==> src/rtl/hazard_stall_controller.sv <==
// Pipeline hazard sequencer for the 5-stage MIPS core.
// Detects load-use hazards, taken-branch flushes and data-memory wait states,
// and sequences multi-cycle stalls with a small FSM. Outputs are combinational
// from the registered state/counter and the current inputs.
// Optional feature: define HAZARD_PERF_CNT_EN to add the 16-bit saturating
// stall_cycles counter (counts non-reset cycles with pc_write low).
module hazard_stall_controller #(
  parameter int unsigned LOAD_STALL_CYCLES = 1,
  parameter int unsigned FLUSH_CYCLES      = 1
) (
  input  logic        clk,
  input  logic        rst,
  input  logic [4:0]  id_rs,
  input  logic [4:0]  id_rt,
  input  logic        id_uses_rt,
  input  logic        ex_mem_read,
  input  logic [4:0]  ex_rt,
  input  logic        branch_taken,
  input  logic        mem_req,
  input  logic        mem_ready,
  output logic        hazard_sel,
  output logic        pc_write,
  output logic        ifid_write,
  output logic        ifid_flush,
`ifdef HAZARD_PERF_CNT_EN
  output logic [15:0] stall_cycles,
`endif
  output logic        pipe_hold
);

  typedef enum logic [1:0] {
    StRun     = 2'd0,
    StLstall  = 2'd1,
    StFlush   = 2'd2,
    StMemWait = 2'd3
  } state_e;

  localparam logic [2:0] LoadCntInit  = 3'(LOAD_STALL_CYCLES - 1);
  localparam logic [2:0] FlushCntInit = 3'(FLUSH_CYCLES - 1);
  localparam bit         LoadMulti    = (LOAD_STALL_CYCLES > 1);
  localparam bit         FlushMulti   = (FLUSH_CYCLES > 1);

  state_e     state;
  logic [2:0] cnt;
  logic       load_use;
  logic       mem_stall;

  // Hazard detection; a load to $zero never creates a dependency.
  always_comb begin
    load_use  = ex_mem_read && (ex_rt != 5'd0) &&
                ((ex_rt == id_rs) || (id_uses_rt && (ex_rt == id_rt)));
    mem_stall = mem_req && !mem_ready;
  end

  // State and down-counter; a memory stall freezes an in-progress bubble sequence.
  always_ff @(posedge clk) begin
    if (rst) begin
      state <= StRun;
      cnt   <= 3'd0;
    end else begin
      unique case (state)
        StRun: begin
          if (mem_stall) begin
            state <= StMemWait;
          end else if (branch_taken) begin
            if (FlushMulti) begin
              state <= StFlush;
              cnt   <= FlushCntInit;
            end
          end else if (load_use) begin
            if (LoadMulti) begin
              state <= StLstall;
              cnt   <= LoadCntInit;
            end
          end
        end
        StLstall, StFlush: begin
          if (!mem_stall) begin
            cnt <= cnt - 3'd1;
            if (cnt == 3'd1) begin
              state <= StRun;
            end
          end
        end
        StMemWait: begin
          if (mem_ready) begin
            state <= StRun;
          end
        end
        default: begin
          state <= StRun;
          cnt   <= 3'd0;
        end
      endcase
    end
  end

  // Output decode from state and live inputs; reset overrides everything.
  always_comb begin
    hazard_sel = 1'b0;
    pc_write   = 1'b1;
    ifid_write = 1'b1;
    ifid_flush = 1'b0;
    pipe_hold  = 1'b0;
    if (rst) begin
      hazard_sel = 1'b1;
      ifid_flush = 1'b1;
      pc_write   = 1'b0;
      ifid_write = 1'b0;
    end else begin
      unique case (state)
        StRun: begin
          if (mem_stall) begin
            pipe_hold  = 1'b1;
            pc_write   = 1'b0;
            ifid_write = 1'b0;
          end else if (branch_taken) begin
            hazard_sel = 1'b1;
            ifid_flush = 1'b1;
          end else if (load_use) begin
            hazard_sel = 1'b1;
            pc_write   = 1'b0;
            ifid_write = 1'b0;
          end
        end
        StLstall: begin
          if (mem_stall) begin
            pipe_hold  = 1'b1;
            pc_write   = 1'b0;
            ifid_write = 1'b0;
          end else begin
            hazard_sel = 1'b1;
            pc_write   = 1'b0;
            ifid_write = 1'b0;
          end
        end
        StFlush: begin
          if (mem_stall) begin
            pipe_hold  = 1'b1;
            pc_write   = 1'b0;
            ifid_write = 1'b0;
          end else begin
            hazard_sel = 1'b1;
            ifid_flush = 1'b1;
          end
        end
        StMemWait: begin
          pipe_hold  = !mem_ready;
          pc_write   = mem_ready;
          ifid_write = mem_ready;
        end
        default: begin
          hazard_sel = 1'b0;
        end
      endcase
    end
  end

`ifdef HAZARD_PERF_CNT_EN
  // Saturating count of cycles in which the PC did not advance.
  always_ff @(posedge clk) begin
    if (rst) begin
      stall_cycles <= 16'd0;
    end else if (!pc_write && (stall_cycles != 16'hFFFF)) begin
      stall_cycles <= stall_cycles + 16'd1;
    end
  end
`endif

endmodule

==> config.mk <==
export PLATFORM = sky130hd
export DESIGN_NAME = hazard_stall_controller
export DESIGN_NICKNAME = d
export VERILOG_FILES = /design/src/rtl/hazard_stall_controller.sv
export SDC_FILE = /design/constraint.sdc
export NUM_CORES = 1
export LEC_CHECK = 0
export BUFFER_PORTS_ARGS = -buffer_cell sky130_fd_sc_hd__buf_2
export CORE_AREA = 10 10 47 49
export CTS_CLUSTER_SIZE = 16
export DETAILED_ROUTE_END_ITERATION = 16
export DIE_AREA = 0 0 57 59
export SETUP_SLACK_MARGIN = 0.2
export SYNTH_ARGS = -nofsm -noshare
export SYNTH_HDL_FRONTEND = slang
export SYNTH_SLANG_ARGS = --single-unit
==> constraint.sdc <==
create_clock -name clk -period 3.25 [get_ports clk]
set_clock_uncertainty 0.2 [all_clocks]
set_input_delay 0.8125 -clock clk [delete_from_list [all_inputs] [get_ports clk]]
set_output_delay 0.8125 -clock clk [all_outputs]
set_load 0.03 [all_outputs]
==> impl_metrics.toml <==
[status]
status = "finished clean"

[worst_hold_path]
hp-class = "reg -> reg"
min_from = "state[0]"
hold_depth = 2
min_to = "state[0]"

[setup_path]
critPathKind = "in -> out"
worst-path-max-fanout = 2
r2r-start = "state[0]"
r2r-end = "state[0]"
arrival_ns = 2.13
crit_path_end_kind = "output port"
r2r_slack_ns = 2.39
required_ns = 2.24
reg2reg_depth = 2
cp-start-kind = "primary input"

[finish]
final_common_cell = "buf_2"
layout_common_cells = "buf_2, xnor2_1, buf_6, nor2_1"
largest_register = "state"
multi_input_area_um2 = 196
seq_area_um2 = 20.0
diodes = 0
largest_register_ff_count = 1
fillerInstances = 162
largest_registers = "state x1"
layout-drive-gt1-share = 0.509
nets = 79
final_area_um2 = 413
syn2layout_area_growth_pct = 90.8

[place]
place_congestion = 0.660
numPortBuffers = 26
dp_hpwl_um = 794
placed_area_um2 = 370

[routing]
wl_per_cell_um = 11.7
ant_nets = 0
wl_um = 832
via_per_inst = 4.25
first_pass_iters = 4
drc = 0
via_count = 302
drt_iter0_markers = 1

[pwr]
swShare = 0.399
leakage_uw = 0.000185
p_comb_frac = 0.817
p_int_uw = 44.7
clkPwrFrac = 0
power_switching_uw = 29.6
ir_drop_mv = 0.0662
power_density_nw_per_um2 = 180
seqPwrFrac = 0.183

[yosys]
synth.area.top_cells = "xnor2_1, dfxtp_1, a311oi_2"
ys_ff_latch = 1
syn_inst = 29
synthDistinctLibCells = 16
avgSynthCellArea_um2 = 7.46
synth_top_area_frac = 0.405
synth.largest_area_cell = "xnor2_1"
synth_fp_nets = 51
ys_warn_count = 0
ys_seq_area_frac = 0.0925
syn_area_um2 = 216

[sta]
tightestPinTransition_ns = 0.326
hold_viol_final = 0
fin_setup_tns_ns = 0
report.final.slew_viol_count = 0
clock.fmax_ghz = 0.319
setup_violations = 0
fin_crit_ns = 3.14
fin_crit_sh = 0.965
rsz0062_at_grt = "true"
slew_headroom = 0.783

[global_routing]
grt_pass1_vias = 324
grt_pass1_wl_mm = 1.36
grt_usage = 0.0449
antenna_found_initial = 0
grt_max_degree = 5
grt_overflow = 0

[flow_run]
drv_cap = 0

[floorplanning]
die_h_um = 59
die_w_um = 57
io_pins = 27
die-area_um2 = 3360
start_util = 0.154
core_um2 = 1400
std_cell_rows = 14

[clock_network]
path_clk_slew_ns = 0
postCtsHoldBufs = 0
clk-insertion-delay-late_ns = 0
worst max-delay path, stage by stage:
cell	delay (ns)
buf_8	0.09
or4_1	0.51
o21a_1	0.22
a311oi_4	0.30
buf_6	0.18
per-stage QoR:
step | worst slack [ns] | cells | hold WS [ns] | power (uW) | util
after global placement | 0.0645 | 70 | 0.390 | 67.9 | 0.264
after floorplan | 0.0266 | 29 | 0.333 | 46.5 | -
after CTS | 0.0835 | 71 | 0.396 | 74.5 | 0.292
after global routing | 0.0742 | 71 | 0.428 | 79.5 | 0.295
final | 0.112 | 71 | 0.383 | 74.3 | 0.295
after detailed placement | 0.0529 | 70 | 0.394 | 68.4 | 0.264
layout make-up:
class                      count  area share
inverter                       1     0.00909
sequential                     1      0.0485
tap                           16      0.0485
multi-input combinational     26       0.476
timing repair buffer          27       0.418
metal layers:
metal | track usage | part of all wire | up-vias
li1 | - | - | 156
met1 | 0.0534 | 0.45 | 121
met2 | 0.0667 | 0.34 | 25
met3 | 0.0343 | 0.21 | 0
met4 | 0 | 0 | 0
met5 | 0 | 0 | -
kinds of logic (layout without fill, tap and decap cells):
| kind of cell | Yosys count | in the layout | share of synthesized area |
|---|---|---|---|
| compound gates | 6 | 6 | 0.231 |
| xor+xnor | 10 | 10 | 0.405 |
| buf+inv | 2 | 28 | 0.0520 |
| flops | 1 | 1 | 0.0925 |
| simple gates | 10 | 10 | 0.220 |
cell usage after synthesis:
library cell  instances
nand3_1               1
o22ai_1               1
o21a_1                1
nand2_1               2
dfxtp_1               1
buf_4                 1
nand4_1               1
or4_1                 1
a31o_1                1
a21oi_1               1
nor2_1                3
nor3_1                2
a311oi_2              1
a21o_1                1
xnor2_1              10
inv_1                 1
worst max path at each step:
stage | start | end | slack [ns] | depth (start not counted)
floorplan | ex_rt[1] | pc_write | 0.03 | 4
global placement | ex_rt[1] | ifid_write | 0.06 | 5
detailed placement | ex_rt[1] | ifid_write | 0.05 | 5
CTS | ex_rt[1] | ifid_write | 0.08 | 5
global route | ex_rt[1] | pc_write | 0.07 | 5
finish | ex_rt[1] | ifid_write | 0.11 | 5
power by group through the flow:
| stage | Clock [uW] | Sequential [uW] | Combinational, uW |
|---|---|---|---|
| floorplan | 0 | 13.5 | 33.0 |
| global placement | 0 | 13.6 | 54.3 |
| detailed placement | 0 | 13.6 | 54.8 |
| CTS | 0 | 13.6 | 60.9 |
| global route | 0 | 13.6 | 65.8 |
| finish | 0 | 13.6 | 60.7 |
timing repair:
item | in CTS | in global routing
cloned | 0 | 0
resized for setup | 10 | 1
endpoints found under the setup margin | 3 | 3
setup buffers | 1 | 0
(Power assumes the default switching activity.)
